==> config.mk <==
export PLATFORM = sky130hd
export DESIGN_NAME = dsp_result_drain_flat
export DESIGN_NICKNAME = d
export VERILOG_FILES = /design/src/rtl/dsp_result_drain_if.sv /design/src/rtl/dsp_result_drain.sv /design/src/flat_wrapper.sv
export SDC_FILE = /design/constraint.sdc
export NUM_CORES = 1
export LEC_CHECK = 0
export CORE_UTILIZATION = 58
export CTS_CLUSTER_SIZE = 20
export DETAILED_ROUTE_END_ITERATION = 16
export PLACE_DENSITY = 0.79
export SYNTH_ARGS = -nofsm -noshare
export SYNTH_HDL_FRONTEND = slang
export SYNTH_SLANG_ARGS = --single-unit
==> constraint.sdc <==
create_clock -name clk -period 4.7 [get_ports clk]
set_input_delay 0.47 -clock clk [delete_from_list [all_inputs] [get_ports clk]]
set_output_delay 0.47 -clock clk [all_outputs]
set_load 0.02 [all_outputs]
==> src/rtl/dsp_result_drain_if.sv <==
// Handshake bundle between the DSP result drain and its environment.
// master: the side that issues ops, feeds the DSP P output and consumes results.
// slave:  the drain block itself.
interface dsp_result_drain_if #(
  parameter int F     = 48,
  parameter int DEPTH = 8
);
  localparam int CW = $clog2(DEPTH) + 1;

  logic          issue_valid;
  logic          issue_ready;
  logic [F-1:0]  p_in;
  logic          out_valid;
  logic          out_ready;
  logic [F-1:0]  out_data;
  logic [CW-1:0] occupancy;
  logic [CW-1:0] inflight;

  modport master (
    output issue_valid, p_in, out_ready,
    input  issue_ready, out_valid, out_data, occupancy, inflight
  );

  modport slave (
    input  issue_valid, p_in, out_ready,
    output issue_ready, out_valid, out_data, occupancy, inflight
  );
endinterface

==> src/rtl/dsp_result_drain.sv <==
// dsp_result_drain: collects results of a fixed-latency, never-stalling DSP
// pipeline into a FIFO and presents them over valid/ready. Issue is throttled
// by credits (inflight + occupancy < DEPTH) so a landing result always finds
// a free FIFO slot and the DSP pipeline never needs to stall.
// Optional feature: define DSP_DRAIN_BYPASS_EN to forward a landing result
// straight to the consumer when the FIFO is empty (saves one cycle).
// LATENCY legal range 1..16; DEPTH a power of two, >= 2.
module dsp_result_drain #(
  parameter int F       = 48,
  parameter int LATENCY = 4,
  parameter int DEPTH   = 8
) (
  input logic          clk,
  input logic          reset_n,
  dsp_result_drain_if.slave bus
);
  localparam int AW = $clog2(DEPTH);
  localparam int CW = AW + 1;

  logic [LATENCY-1:0] tag_pipe;
  logic [F-1:0]       mem [DEPTH];
  logic [AW-1:0]      wr_ptr, rd_ptr;
  logic [CW-1:0]      occ, infl;
  logic [CW:0]        used;
  logic               acc, land, wr, fifo_pop;

  // Credits: every accepted issue owns a FIFO slot until its result is popped.
  assign used            = {1'b0, infl} + {1'b0, occ};
  assign bus.issue_ready = used < (CW+1)'(DEPTH);
  assign acc             = bus.issue_valid && bus.issue_ready;
  assign land            = tag_pipe[LATENCY-1];
  assign fifo_pop        = (occ != '0) && bus.out_ready;

`ifdef DSP_DRAIN_BYPASS_EN
  logic byp;
  // Empty FIFO + landing result: show p_in directly; if taken, skip the write.
  assign byp           = (occ == '0) && land;
  assign wr            = land && !(byp && bus.out_ready);
  assign bus.out_valid = (occ != '0) || byp;
  assign bus.out_data  = byp ? bus.p_in : mem[rd_ptr];
`else
  assign wr            = land;
  assign bus.out_valid = (occ != '0);
  assign bus.out_data  = mem[rd_ptr];
`endif

  assign bus.occupancy = occ;
  assign bus.inflight  = infl;

  // Tag delay line: one bit per issue slot, tail marks the landing cycle.
  always_ff @(posedge clk or negedge reset_n) begin
    if (!reset_n) begin
      tag_pipe <= '0;
    end else begin
      tag_pipe[0] <= acc;
      for (int i = 1; i < LATENCY; i++) tag_pipe[i] <= tag_pipe[i-1];
    end
  end

  // Result storage; contents are don't-care after reset, so no reset here.
  always_ff @(posedge clk) begin
    if (wr) mem[wr_ptr] <= bus.p_in;
  end

  // Pointers and counters; pointers wrap naturally at DEPTH.
  always_ff @(posedge clk or negedge reset_n) begin
    if (!reset_n) begin
      wr_ptr <= '0;
      rd_ptr <= '0;
      occ    <= '0;
      infl   <= '0;
    end else begin
      if (wr)       wr_ptr <= wr_ptr + AW'(1);
      if (fifo_pop) rd_ptr <= rd_ptr + AW'(1);
      case ({acc, land})
        2'b10:   infl <= infl + CW'(1);
        2'b01:   infl <= infl - CW'(1);
        default: infl <= infl;
      endcase
      case ({wr, fifo_pop})
        2'b10:   occ <= occ + CW'(1);
        2'b01:   occ <= occ - CW'(1);
        default: occ <= occ;
      endcase
    end
  end
endmodule

==> src/flat_wrapper.sv <==
// flat-port wrapper written by rule: the top's interface ports become plain ports
module dsp_result_drain_flat 
#(
  parameter int F       = 48,
  parameter int LATENCY = 4,
  parameter int DEPTH   = 8
)
  (clk, reset_n, bus_issue_valid, bus_p_in, bus_out_ready, bus_issue_ready, bus_out_valid, bus_out_data, bus_occupancy, bus_inflight);
  dsp_result_drain_if #(.F(F), .DEPTH(DEPTH)) bus_i ();
  input logic clk;
  input logic reset_n;
  input wire logic [$bits(bus_i.issue_valid)-1:0] bus_issue_valid;
  input wire logic [$bits(bus_i.p_in)-1:0] bus_p_in;
  input wire logic [$bits(bus_i.out_ready)-1:0] bus_out_ready;
  output wire logic [$bits(bus_i.issue_ready)-1:0] bus_issue_ready;
  output wire logic [$bits(bus_i.out_valid)-1:0] bus_out_valid;
  output wire logic [$bits(bus_i.out_data)-1:0] bus_out_data;
  output wire logic [$bits(bus_i.occupancy)-1:0] bus_occupancy;
  output wire logic [$bits(bus_i.inflight)-1:0] bus_inflight;
  assign bus_i.issue_valid = bus_issue_valid;
  assign bus_i.p_in = bus_p_in;
  assign bus_i.out_ready = bus_out_ready;
  assign bus_issue_ready = bus_i.issue_ready;
  assign bus_out_valid = bus_i.out_valid;
  assign bus_out_data = bus_i.out_data;
  assign bus_occupancy = bus_i.occupancy;
  assign bus_inflight = bus_i.inflight;
  dsp_result_drain #(.F(F), .LATENCY(LATENCY), .DEPTH(DEPTH)) u_core (.clk(clk), .reset_n(reset_n), .bus(bus_i));
endmodule
==> flow_summary.toml, run 1 <==
[timing]
clock_skew_ns = 0.0111
slew_headroom_pct = 21.7
finalHoldViolCount = 0
worstMarginPinSlew_ns = 1.17
fin_crit_sh_pct = 81.5
fmax_mhz = 261
setup_viol_count_final = 0
rsz0062_at_grt = "false"
tns_ns = 0
report.final.slew_viol_count = 0
fin_crit_ns = 3.83

[route]
via_per_inst = 6.12
ant_nets = 0
route.detailed.drc = 6
drt-pass1-iter-count = 13
drt-total-wl_mm = 29.2
vias = 7093
drtIter0Drc = 650
wl_per_cell_um = 25.2

[clock_tree]
post_cts_resized = 0
cts_setup_buffers = 0
cts_tree = "built"
cts_buffers = 40
insertion_delay_ns = 0.51
cts_sinks = 402
cts.hold.buffers_added = 0
root_buffer = "clkbuf_16"
cts.htree.levels = 2
path_clk_slew_ns = 0.06
cts_buffer_depth = 3

[final_layout]
final_nets = 859
antenna_cells = 0
area_delta_synth_final_pct = 17.5
final_common_cell = "edfxtp_1"
final_cell_mix = "edfxtp_1 (384), clkdlybuf4s50_1 (109), mux4_2 (96), clkbuf_16 (41), mux2_4 (30)"
drive_gt1_share_pct = 27.9
fin_area_um2 = 18300
finish.utilization_pct = 69.9

[synth]
netlist_area_um2 = 15600
synth-seq-area-share_pct = 76.8
postSynthCellCount = 660
yosysTopAreaCell = "edfxtp_1"
synth_seq_cells = 402
ys_warn_count = 0
syn_nets = 725
synthDistinctLibCells = 34
syn_area_per_cell_um2 = 23.6
yosys-top-cells-area = "edfxtp_1 (74%), mux4_2 (14%), dfrtp_1 (2.9%)"
synth_top_area_share_pct = 73.9

[critical_path]
crit_type = "flip-flop to primary output"
reg2reg_from = "u_core.bus.inflight[1]"
crit_fanout = 82
cp-startpoint = "u_core.rd_ptr[1]"
cp-end-kind = "primary output"
worstSetupStartpointType = "flip-flop"
crit_arrival_ns = 3.36
required_ns = 4.23

[global_route]
grt_overflow_total = 0
grt_usage_pct = 22.1
antenna_found_initial = 0
grt_pass1_vias = 7726
grt_pass1_wl_mm = 44.8
grt_start_max_net_pins = 83

[pwr]
p_leak_nw = 5.96
irDropWorstVdd_uv = 642
p_per_area_nw_per_um2 = 630

[place]
dpl.hpwl_mm = 15.8
port-buffer-count = 109
place.gp.congestion = 0.700
dpl-instance-area_um2 = 17100

[hold_path]
min-delay-start = "u_core.tag_pipe[2]"
hold_class = "flip-flop to flip-flop"

[floorplanning]
die_area_um2 = 27600
rows = 59
fp.dieW_um = 166
start_util_pct = 59.5
coreArea_um2 = 26200
fp.dieH_um = 166
num_io_pins = 110

[run_status]
status = "finished, violations left"
violations = "design-rule violations"

[run]
drv_cap = 0
==> state kept, by name, summed over array words and instances (netlist names) <==
register / count
u_core.tag_pipe: 4
u_core.mem: 384
u_core.bus.inflight: 4
u_core.rd_ptr: 3
u_core.wr_ptr: 3
u_core.bus.occupancy: 4
==> critical path, cell delays in order (launching register included) <==
cell	delay, ns
dfrtp_4	1.19
buf_4	0.43
mux4_2	0.35
mux2_4	0.29
clkdlybuf4s50_1	0.54
==> cells by family (layout without fill, tap and decap cells) <==
logic type | count (synthesis) | in the layout | synth area share (%)
flops | 402 | 402 | 76.8
compound gates | 15 | 15 | 0.730
mux | 149 | 149 | 18.4
simple gates | 34 | 34 | 1.19
fa+ha+maj | 13 | 13 | 1.14
xor+xnor | 8 | 8 | 0.449
buf+inv | 39 | 203 | 1.29
==> metal layers <==
layer | track usage (%) | vias up | wire (um)
met4 | 7.88 | 0 | 762
met5 | 0 | - | 0
met2 | 38.0 | 248 | 14900
li1 | - | 3058 | -
met1 | 28.5 | 3728 | 11800
met3 | 4.22 | 59 | 1730
==> through the flow <==
step                      power, W  hold slack, ns  cells  setup slack (ns)
final                       0.0115           0.353   1159             0.868
after detailed placement   0.00875           0.336   1087              1.37
after global placement     0.00860           0.332   1087              1.38
after global routing        0.0120           0.366   1159             0.681
after floorplan            0.00735           0.174    660             0.335
after CTS                   0.0116           0.358   1159             0.805
==> where the power goes <==
group          total (W)  internal [W]  switching [W]  leakage (nW)
Clock            0.00289       0.00165        0.00124         0.592
Sequential       0.00485       0.00431       0.000536          3.68
Combinational    0.00380       0.00215        0.00165          1.68
Total             0.0115       0.00811        0.00343          5.96
==> path summary, 6_finish.rpt <==
| path | endpoint | slack [ns] | cells after the start |
|---|---|---|---|
| min in group asynchronous | u_core.bus.occupancy[3] | 0.45 | 1 |
| max | bus_out_data[32] | 0.87 | 4 |
| max reg2reg | u_core.bus.inflight[3] | 1.44 | 9 |
| max in group asynchronous | u_core.rd_ptr[0] | 3.63 | 1 |
| min reg2reg | u_core.tag_pipe[3] | 0.35 | 0 |
| min | u_core.tag_pipe[3] | 0.35 | 0 |
==> cells in the mapped netlist <==
library cell	count
edfxtp_1	384
dfrtp_1	18
clkbuf_1	12
a31o_2	1
mux2_2	21
or4_1	1
buf_6	4
nor3b_1	6
buf_1	1
o21ai_0	3
inv_1	9
nand3_1	5
a2111oi_2	1
o311ai_0	2
nand2b_1	3
inv_2	1
fa_1	2
xnor2_1	5
and2_1	1
nand2_1	8
xor2_1	3
mux2i_1	1
a21oi_1	4
buf_2	11
mux2_4	30
mux2_1	1
nor2_1	6
or4b_1	2
buf_8	1
ha_1	11
a2111o_1	2
nor3_1	2
mux4_2	96
o211ai_1	2
==> cell type report <==
type	count	area [um^2]
clock buffer	47	1050
clock inverter	25	148
fill	1507	7880
inverter	10	37.5
multi-input combinational	219	3470
sequential	402	12000
tap	335	419
timing repair buffer	121	1210
No activity file was read; power rests on OpenSTA's default activity.
==> inputs of run 2 (changes only) <==
CORE_UTILIZATION = 53   (was 58)
PLACE_DENSITY = 0.76   (was 0.79)
clock period = 3.2 ns   (was 4.7 ns; I/O delays follow)
==> run 2 against run 1 <==
Compared with the run above: utilization down 5.0 points; critical endpoint is now bus_out_data[39]; first-iteration DRC count is 6.5% lower; die area grew 9.3%; cell count increased by 5.5%; highest routed layer is now met5; the flow now finishes without violations.
==> flow_summary.toml, run 2 (synthesis gave the netlist of run 1 again) <==
[clock_tree]
cts_sinks = 402
cts_buffer_depth = 3
cts.hold.buffers_added = 0
path_clk_slew_ns = 0.06
root_buffer = "clkbuf_16"
insertion_delay_ns = 0.51
cts.htree.levels = 2
cts_buffers = 40
cts_tree = "built"

[floorplanning]
rows = 62
die_area_um2 = 30100
num_io_pins = 110
start_util_pct = 54.1
fp.dieH_um = 174
coreArea_um2 = 28900
fp.dieW_um = 174

[place]
place.gp.congestion = 0.788
dpl.hpwl_mm = 17.0
dp.cells = 1149
port-buffer-count = 109

[timing]
slew_headroom_pct = 41.0
fin_crit_ns = 3.12
clock_skew_ns = 0.0157
report.final.slew_viol_count = 0
finalHoldViolCount = 0
timing.hold.ws_ns = 0.311
rsz0062_at_grt = "false"
worstMarginPinSlew_ns = 0.882
fin_crit_sh_pct = 97.5
setup_viol_count_final = 0
tns_ns = 0
fmax_mhz = 320

[critical_path]
path_cells = "buf_12, mux4_2, mux2_2, clkdlybuf4s50_1"
ff2ff_path_depth = 9
path_buf_inv = 2
required_ns = 2.88
reg2reg_slack_ns = 0.20
crit_arrival_ns = 2.80
crit_slowest_cell = "dfrtp_4"
crit_type = "flip-flop to primary output"
worstSetupStartpointType = "flip-flop"
slowest_delay_ns = 0.61
crit_fanout = 22
reg2reg_from = "u_core.bus.occupancy[1]"
cp-end-kind = "primary output"
cp_top_family = "multiplexers"
reg2reg_to = "u_core.bus.inflight[3]"

[global_route]
antenna_found_initial = 1
grt_usage_pct = 20.4
grt_overflow_total = 0
grt_start_max_net_pins = 37
grt_pass1_vias = 7700
grt_pass1_wl_mm = 45.5

[final_layout]
final_common_cell = "edfxtp_1"
antenna_cells = 0
top_register = "u_core.mem"
final_cell_mix = "edfxtp_1 (384), clkdlybuf4s50_1 (109), mux4_2 (96), clkbuf_16 (41), mux2_4 (30)"
drive_gt1_share_pct = 28.6
final_nets = 874
largest_reg_flops = 384
n_fill_cell = 1878
area_delta_synth_final_pct = 20.0
final_cells = 1223
finish.utilization_pct = 64.9

[route]
wl_met2_mm = 15.3
drtIter0Drc = 608
ant_nets = 0
route.detailed.drc = 0
wl_per_cell_um = 24.2
maxUsedRoutingLayer = "met5"
vias = 7096
drt-pass1-iter-count = 5
via_per_inst = 5.80
wl_met1_mm = 12.1
drt-total-wl_mm = 29.6
wl_met3_mm = 1.60

[pwr]
irDropWorstVdd_uv = 843
p_per_area_nw_per_um2 = 936
finalPower_w = 0.0175
p_leak_nw = 6.10

[run_status]
status = "complete, no violations"

[hold_path]
hold_class = "input port to async pin"

[run]
drv_cap = 0
-- run 2: cell count changes in the layout (fill, tap and decap cells not counted), sizes merged --
cell / before / now
buf: 12 / 27
bufinv: 1 / 5
clkbuf: 47 / 54
clkinv: 22 / 12
clkinvlp: 2 / 1
-- run 2: worst max-delay path by stage --
stage / endpoint / depth (start not counted) / slack (ns) / startpoint
floorplan: u_core.bus.inflight[3] / 9 / 0.06 / u_core.bus.occupancy[1]
global placement: u_core.bus.inflight[3] / 9 / 0.23 / u_core.bus.occupancy[1]
detailed placement: u_core.bus.inflight[3] / 9 / 0.07 / u_core.bus.occupancy[1]
CTS: bus_out_data[39] / 4 / 0.04 / u_core.rd_ptr[0]
global route: bus_out_data[4] / 4 / 0.006 / u_core.rd_ptr[0]
finish: bus_out_data[39] / 4 / 0.08 / u_core.rd_ptr[0]
-- run 2: metrics by stage --
stage / area, um^2 / setup slack [ns]
after floorplan: 15600 / 0.0630
after global placement: 17400 / 0.227
after detailed placement: 17400 / 0.0662
after CTS: 18700 / 0.0367
after global routing: 18700 / 0.00635
final: 18700 / 0.0794
-- run 2: cell type report --
class	instances	area (um^2)	share of cell area, %
flip-flops and latches	402	12000	64.1
multi-input cells	219	3500	18.7
repair buffers	136	1430	7.62
clock buffers	54	1070	5.74
well taps	384	480	2.57
clock inverters	18	206	1.10
inverters	10	37.5	0.201
-- run 2: power by group --
group,internal [W],leakage (nW),total [W],switching (W)
Combinational,0.00333,1.80,0.00620,0.00287
Sequential,0.00634,3.68,0.00679,0.000454
Clock,0.00275,0.617,0.00454,0.00178
Total,0.0124,6.10,0.0175,0.00510
-- run 2: routing by layer --
layer | GRT usage, % | up-vias
li1 | - | 3078
met1 | 26.8 | 3746
met2 | 35.1 | 228
met3 | 3.66 | 42
met4 | 5.90 | 2
met5 | 0 | -
-- run 2: what timing repair did --
item,CTS,global route
resized for setup,0,3
setup buffers,2,0
hold endpoints to repair,0,0
setup endpoints to repair,45,1
gates cloned,0,0
==> inputs of run 3 (changes only) <==
CTS_CLUSTER_SIZE = 28   (was 20)
==> results of run 3 <==
Final layout, timing and power as in run 2 (identical DEF).
